--- src/rtl/dsp_mac_pipe.sv ---
// Parametrised pre-add / multiply / post-add slice with B and P cascade.
// Define DSP_SAT_EN for unsigned saturation of the post-adder result.
module dsp_mac_pipe #(
    parameter int AW     = 18,
    parameter int BW     = 18,
    parameter int PW     = 48,
    parameter int IREG   = 1,
    parameter int PREREG = 1,
    parameter int MREG   = 1,
    parameter int PREG   = 1
) (
    input  logic             CLK,
    input  logic             RST,
    input  logic             CE,
    input  logic             IN_VALID,
    input  logic [AW-1:0]    A,
    input  logic [BW-1:0]    B,
    input  logic [BW-1:0]    BCIN,
    input  logic [BW-1:0]    D,
    input  logic [PW-1:0]    C,
    input  logic [PW-1:0]    PCIN,
    input  logic             CARRYIN,
    input  logic [7:0]       OPMODE,
    input  logic             B_SEL,
    output logic [AW+BW-1:0] M,
    output logic [PW-1:0]    P,
    output logic [PW-1:0]    PCOUT,
    output logic [BW-1:0]    BCOUT,
    output logic             CARRYOUT,
    output logic             CARRYOUTF,
    output logic             OUT_VALID
);

    typedef struct packed {
        logic          vld;
        logic [7:0]    op;
        logic          cin;
        logic [AW-1:0] a;
        logic [BW-1:0] b;
        logic [BW-1:0] d;
        logic [PW-1:0] c;
    } in_t;

    typedef struct packed {
        logic          vld;
        logic [7:0]    op;
        logic          cin;
        logic [AW-1:0] a;
        logic [BW-1:0] b;
        logic [BW-1:0] d;
        logic [PW-1:0] c;
        logic [BW-1:0] pre;
    } pa_t;

    typedef struct packed {
        logic             vld;
        logic [7:0]       op;
        logic             cin;
        logic [AW-1:0]    a;
        logic [BW-1:0]    b;
        logic [BW-1:0]    d;
        logic [PW-1:0]    c;
        logic [AW+BW-1:0] m;
    } mu_t;

    in_t in_d, in_s;
    pa_t pa_d, pa_s;
    mu_t mu_d, mu_s;

    always_comb begin
        in_d.vld = IN_VALID;
        in_d.op  = OPMODE;
        in_d.cin = CARRYIN;
        in_d.a   = A;
        in_d.b   = B_SEL ? BCIN : B;
        in_d.d   = D;
        in_d.c   = C;
    end

    if (IREG != 0) begin : g_ireg
        in_t in_q;
        always_ff @(posedge CLK or posedge RST) begin
            if (RST) begin
                in_q <= '0;
            end else if (CE) begin
                in_q <= in_d;
            end
        end
        assign in_s = in_q;
    end else begin : g_noireg
        assign in_s = in_d;
    end

    // Pre-adder wraps modulo 2^BW; its carry is intentionally dropped.
    always_comb begin
        pa_d.vld = in_s.vld;
        pa_d.op  = in_s.op;
        pa_d.cin = in_s.cin;
        pa_d.a   = in_s.a;
        pa_d.b   = in_s.b;
        pa_d.d   = in_s.d;
        pa_d.c   = in_s.c;
        if (!in_s.op[4]) begin
            pa_d.pre = in_s.b;
        end else if (in_s.op[6]) begin
            pa_d.pre = in_s.d - in_s.b;
        end else begin
            pa_d.pre = in_s.d + in_s.b;
        end
    end

    if (PREREG != 0) begin : g_prereg
        pa_t pa_q;
        always_ff @(posedge CLK or posedge RST) begin
            if (RST) begin
                pa_q <= '0;
            end else if (CE) begin
                pa_q <= pa_d;
            end
        end
        assign pa_s = pa_q;
    end else begin : g_noprereg
        assign pa_s = pa_d;
    end

    always_comb begin
        mu_d.vld = pa_s.vld;
        mu_d.op  = pa_s.op;
        mu_d.cin = pa_s.cin;
        mu_d.a   = pa_s.a;
        mu_d.b   = pa_s.b;
        mu_d.d   = pa_s.d;
        mu_d.c   = pa_s.c;
        mu_d.m   = (AW+BW)'(pa_s.a) * (AW+BW)'(pa_s.pre);
    end

    if (MREG != 0) begin : g_mreg
        mu_t mu_q;
        always_ff @(posedge CLK or posedge RST) begin
            if (RST) begin
                mu_q <= '0;
            end else if (CE) begin
                mu_q <= mu_d;
            end
        end
        assign mu_s = mu_q;
    end else begin : g_nomreg
        assign mu_s = mu_d;
    end

    logic [PW-1:0] p_fb;
    logic [PW-1:0] x_op;
    logic [PW-1:0] z_op;
    logic [PW-1:0] p_d;
    logic [PW-1:0] p_s;
    logic [PW:0]   xc;
    logic [PW:0]   r;
    logic          cin_eff;
    logic          co_s;
    logic          vld_s;

    always_comb begin
        case (mu_s.op[1:0])
            2'd0:    x_op = '0;
            2'd1:    x_op = PW'(mu_s.m);
            2'd2:    x_op = p_fb;
            default: x_op = PW'({mu_s.d, mu_s.a, mu_s.b});
        endcase
    end

    always_comb begin
        case (mu_s.op[3:2])
            2'd0:    z_op = '0;
            2'd1:    z_op = PCIN;
            2'd2:    z_op = p_fb;
            default: z_op = mu_s.c;
        endcase
    end

    // Subtract takes X+CIN as one PW+1 bit subtrahend so R[PW] is the borrow.
    always_comb begin
        cin_eff = mu_s.op[5] & mu_s.cin;
        xc      = {1'b0, x_op} + {{PW{1'b0}}, cin_eff};
        if (mu_s.op[7]) begin
            r = {1'b0, z_op} - xc;
        end else begin
            r = {1'b0, z_op} + xc;
        end
`ifdef DSP_SAT_EN
        if (r[PW]) begin
            p_d = mu_s.op[7] ? '0 : '1;
        end else begin
            p_d = r[PW-1:0];
        end
`else
        p_d = r[PW-1:0];
`endif
    end

    if (PREG != 0) begin : g_preg
        logic [PW-1:0] p_q;
        logic          co_q;
        logic          vld_q;
        always_ff @(posedge CLK or posedge RST) begin
            if (RST) begin
                p_q   <= '0;
                co_q  <= 1'b0;
                vld_q <= 1'b0;
            end else if (CE) begin
                p_q   <= p_d;
                co_q  <= r[PW];
                vld_q <= mu_s.vld;
            end
        end
        assign p_s   = p_q;
        assign co_s  = co_q;
        assign vld_s = vld_q;
        assign p_fb  = p_q;
    end else begin : g_nopreg
        // No register to feed back from, so P selections read as zero.
        assign p_s   = p_d;
        assign co_s  = r[PW];
        assign vld_s = mu_s.vld;
        assign p_fb  = '0;
    end

    logic unused_bits;
    assign unused_bits = ^{mu_s.op[6], mu_s.op[4], mu_s.d};

    assign M         = mu_s.m;
    assign P         = p_s;
    assign PCOUT     = p_s;
    assign BCOUT     = pa_s.b;
    assign CARRYOUT  = co_s;
    assign CARRYOUTF = co_s;
    assign OUT_VALID = vld_s;

endmodule

--- config.mk ---
export PLATFORM = sky130hd
export DESIGN_NAME = dsp_mac_pipe
export DESIGN_NICKNAME = d
export VERILOG_FILES = /design/src/rtl/dsp_mac_pipe.sv
export SDC_FILE = /design/constraint.sdc
export NUM_CORES = 2
export LEC_CHECK = 0
export CAP_MARGIN = 15
export CELL_PAD_IN_SITES_DETAIL_PLACEMENT = 0
export CELL_PAD_IN_SITES_GLOBAL_PLACEMENT = 2
export CORE_ASPECT_RATIO = 1.1
export CORE_UTILIZATION = 38
export DETAILED_ROUTE_END_ITERATION = 8
export HOLD_SLACK_MARGIN = 0.05
export PLACE_DENSITY = 0.86
export SLEW_MARGIN = 20
export SYNTH_ARGS = -nofsm -noshare
export SYNTH_HDL_FRONTEND = slang
export SYNTH_SLANG_ARGS = --single-unit
--- constraint.sdc ---
create_clock -name CLK -period 18.25 [get_ports CLK]
set_input_delay 4.5625 -clock CLK [delete_from_list [all_inputs] [get_ports CLK]]
set_output_delay 4.5625 -clock CLK [all_outputs]
set_load 0.01 [all_outputs]
## After elaboration in Yosys (flattened, before gate mapping)

Index checks and enable logic that the tools add are counted.
Widths: inputs -> output; s select.

| word-level totals | value |
|---|---|
| flip-flop bits (word level) | 428 |
| latch bits | 0 |
| bits in writable memories | 0 |
| memory bits (read-only) | 0 |
| input bits | 182 |
| output and inout bits | 153 |
| word-level logic and storage cells | 45 |
| memories kept | 0 |

| operators by class | value |
|---|---|
| add/subtract/negate cells | 5 |
| $mul | 1 |
| divide/modulo/power cells | 0 |
| order comparisons | 0 |
| equality and inequality tests | 4 |
| shift-type cells | 0 |
| muxes and demuxes | 6 |
| bitwise operators | 1 |
| reductions and logical operators | 2 |

Operators with widths:

| kind | count |
|---|---|
| $pmux 48 s3 | 2 |
| $mux 18 | 3 |
| $add 48x1->49 | 1 |
| $add 48x49->49 | 1 |
| $mux 49 | 1 |
| $sub 48x49->49 | 1 |
| $mul 18x18->36 | 1 |
| $add 18x18->18 | 1 |
| $sub 18x18->18 | 1 |
| $eq 2x1->1 const B | 2 |
| $eq 2x2->1 const B | 2 |
| $logic_not 2->1 | 2 |
| $and 1x1->1 | 1 |

## Depth between registers and ports, before layout

| logic depth | value |
|---|---|
| word-level depth | 5 |
| depth in mapped cells | 35 |
| mapped depth without buffers | 27 |

## Worst setup path before layout

Ideal clock, no wire load.

| timing path | value |
|---|---|
| path kind | input to register |
| start | input port PCIN[1] |
| end | register g_preg.p_q[39], in the netlist P[39] |
| library setup time | 0.126 ns |
| arrival time | 7.662 ns |
| required time | 18.124 ns |
| slack | 10.462 ns |
| stages | 14 |
| path buffers | 0 |
| path through | a22o_1 -> ha_1 -> nor2b_1 -> o21ai_0 -> a21oi_1 -> o311ai_0 -> a21o_1 -> a211o_1 -> a2111oi_0 -> o2111a_1 -> o2111ai_1 -> a31oi_1 -> nor4_1 -> a311o_1 |

| between the ends | value |
|---|---|
| longest elaborated chain between the ends | 3 |
| elaborated cells on any way between the ends | 4 |
| classes of those cells | add/sub: 2; mux: 2 |

Ends and longest elaborated chain:

| element | RTL line | RTL |
|---|---|---|
| start: declaration | 21 | `input logic [PW-1:0] PCIN,` |
| $pmux 48 s3 * | 172 | `case (mu_s.op[3:2])` |
| $add 48x49->49 or $sub 48x49->49 (tied branches) | 187, 185 |  |
| $mux 49 * | 184 | `if (mu_s.op[7]) begin` |
| end signal: assignment | 210 | `p_q <= p_d;` |
| end: declaration | 201 | `logic [PW-1:0] p_q;` |

Mark *: on every way between the ends. The rest lies on a longest branch, timed or not.
A chain may end at the register's enable or synchronous reset.

## Final worst setup path

| timing path | value |
|---|---|
| start | input port PCIN[0] |
| end | register g_preg.p_q[44], in the netlist P[44] |

The elaborated chain is that of the path after synthesis.

==> results.md <==
* Top cell type's share of synthesized area at 30.2%
* Placeable Area at 91,300 sq um
* H-tree levels at 2
* CTS root buf: clkbuf_16
* Final Hold Fails at 0
* Layout cells sized above 1 at 16.7%
* Yosys reg bits at 424
* XOR/XNOR share of the synthesized area at 4.51%
* Prevailing post-synth register cell: dfrtp_1
* Crit end category: flip-flop
* Post-synth top area cell: dfrtp_1
* Register area share after synthesis at 30.2%
* Initial Utilization at 38.5%
* IO Pins at 335
* I/O Buffers at 334
* Count of final setup violators at 0
* Setup TNS at 0 ps
* Worst path slowest cell: o31ai_1
* Gp weighted congestion at 0.873
* Clock tree sinks at 424
* GRT Total Usage at 21.9%
* Worst path bufs/invs at 1
* Synth Instances at 3,499
* Clk_lat worst skew at 640 ps
* Die Y-Extent at 321 um
* Reg2reg path depth at 26
* Crit-path max cell delay at 480 ps
* CP Class: in -> reg
* Full die area at 93,800 sq um
* Design area at 40,600 sq um
* Postcts setup bufs at 0
* Avg Cell Area, Syn at 10.1 sq um
* Area after DPL at 38,800 sq um
* # DRC at 0
* Post-synth EDFFs at 0
* Initial DRC count at 1,507
* Synth Area in Simple Gates at 11.1%
* Post-Synth Adder-Cell Area at 21.1%
* Clock buffer depth at 3
* WL/cell at 21.0 um
* Crit start category: input pin
* Relative slew margins at 21.6%
* Worst-path clk slew at 60 ps
* Synthesis-to-layout area growth at 15.3%
* Post-CTS Hold Buffers at 0
* Family with the most delay on the worst path: compound AO/OA/AOI/OAI gates
* # nets final at 4,247
* Largest net degree at the start of global routing at 170
* Clk_skew at 37.5 ps
* Final period demand of the worst path at 8690 ps
* Largest family of logic cells by synthesized area: adder cells
* DR vias/cell at 5.24
* Worst EP required at 18,750 ps
* Detailed placement HPWL at 77,600 um
* Unrepaired setup endpoints after global routing: false
* Final Max Tran Viols at 0
* Mapped cell area at 35,200 sq um
* Mux cell area share after synthesis at 15.5%
* Post-synthesis cell type count at 83
* Row cnt at 116
* Via count at 25,400
* Synthesis Warnings at 0
* Post-synthesis compound-gate area fraction at 9.39%
* Vias in the first global route at 26,000
* Hold Path Depth at 1
* CTS tree: done
* Final ANT Viol Nets at 0
* Net Count, Synth at 4,119
* Maximum fanout along the worst path at 4
* Tcrit/Tclk final at 47.6%
* Max-cap check violation count at 0
* First-pass GRT wire length at 158,000 um
* Total wire length at 102,000 um
* Commonest cells post-synth: 456 x mux2_2, 424 x dfrtp_1, 367 x inv_1
* Chip Width at 292 um
* Fmax at 115 MHz
* WP data arrival at 9190 ps
* Synth top area cells: dfrtp_1 30%, fa_1 15%, mux2_2 15%
* Critical path, cell by cell: clkdlybuf4s50_1 -> a22oi_1 -> ha_1 -> fa_1 -> nand2b_1 -> a21oi_1 -> o2111ai_1 -> a21oi_1 -> a221oi_1 -> o2111a_1 -> o31ai_1 -> a21oi_1 -> o21bai_1 -> a21oi_1 -> xnor2_1 -> mux2_2
* DR pass1 iterations at 5
* Most used cell, CP: a21oi_1
* Asr flop ratio synth at 100%
* Worst path depth at 16
* Antenna violations before repair at 9
* Grt total ovfl at 0
* Cts repair resizes at 0
* TritonCTS Buffers at 50
* Top-count cell post-synth: mux2_2
* Status: finished clean
* Worst Max-Slew Pin Slew at 1180 ps
* Hold Crit Class: reg -> reg
## stage by stage
step | hold WS [ps] | worst slack (ps) | util (%) | std cells
floorplan | 472 | 1880 | - | 3499
global placement | 480 | 9030 | 42.4 | 4755
detailed placement | 489 | 9030 | 42.4 | 4755
CTS | 503 | 9670 | 44.4 | 4847
global route | 511 | 9310 | 44.4 | 4847
finish | 500 | 9560 | 44.4 | 4848
## registers in the layout (all words and copies together), names as in the netlist
signal and cells:
P 48, BCOUT 18, M 36, g_mreg.mu_q 104, g_ireg.in_q 112, CARRYOUT 1, OUT_VALID 1, g_prereg.pa_q 104
## path summary, 6_finish.rpt
check,to,from,slack (ps)
worst max-delay path,P[44]$_DFFE_PP0P_,PCIN[0],9560
worst min-delay path,g_prereg.pa_q[37]$_DFFE_PP0P_,g_ireg.in_q[19]$_DFFE_PP0P_,500
worst max register to register,P[39]$_DFFE_PP0P_,g_mreg.mu_q[139]$_DFFE_PP0P_,10160
worst min register to register,g_prereg.pa_q[37]$_DFFE_PP0P_,g_ireg.in_q[19]$_DFFE_PP0P_,500
max in group asynchronous,g_mreg.mu_q[139]$_DFFE_PP0P_,RST,11540
min in group asynchronous,g_ireg.in_q[41]$_DFFE_PP0P_,RST,4460
## cell type report
| class | count | area [sq um] |
|---|---|---|
| sequential | 424 | 10600 |
| clock inverter | 22 | 363 |
| multi-input combinational | 2416 | 21700 |
| inverter | 368 | 1390 |
| fill | 8734 | 50700 |
| timing repair buffer | 367 | 3610 |
| tap | 1180 | 1480 |
| clock buffer | 70 | 1440 |
| antenna | 1 | 2.50 |
## layout by cell type, fill, tap and decap left out, drive strengths merged, types with 20 or more instances in the layout
cell type,Yosys,routed
clkbuf,151,70
nor2,146,146
nor3,39,39
o21ai,71,71
xnor2,132,132
xor2,49,49
nand3,40,40
inv,367,372
fa,258,258
nor4,20,20
clkdlybuf4s50,0,333
ha,180,180
mux2i,31,31
a22o,58,58
and2,107,107
a21oi,152,152
buf,140,34
mux2,457,457
nand2,340,340
dfrtp,424,424
a21o,47,47
a22oi,36,36
## metal layers
metal	global-route usage, %	share of wire, %
met1	28.8	44
met2	35.8	47
met3	4.39	6.0
met4	7.35	3.3
met5	0	0.040
## cell families after synthesis
| kind of cell | Yosys count |
|---|---|
| AOI/OAI and AO/OA | 491 |
| xor gates and xnor gates | 181 |
| adders and majority gates | 438 |
| buffers and inverters | 659 |
| DFF | 424 |
| muxes | 488 |
| and+or+nand+nor | 818 |
Power is left out: the tool's default activity adds up to more than one toggle a clock period on the data nets, which glitch-free logic cannot reach.
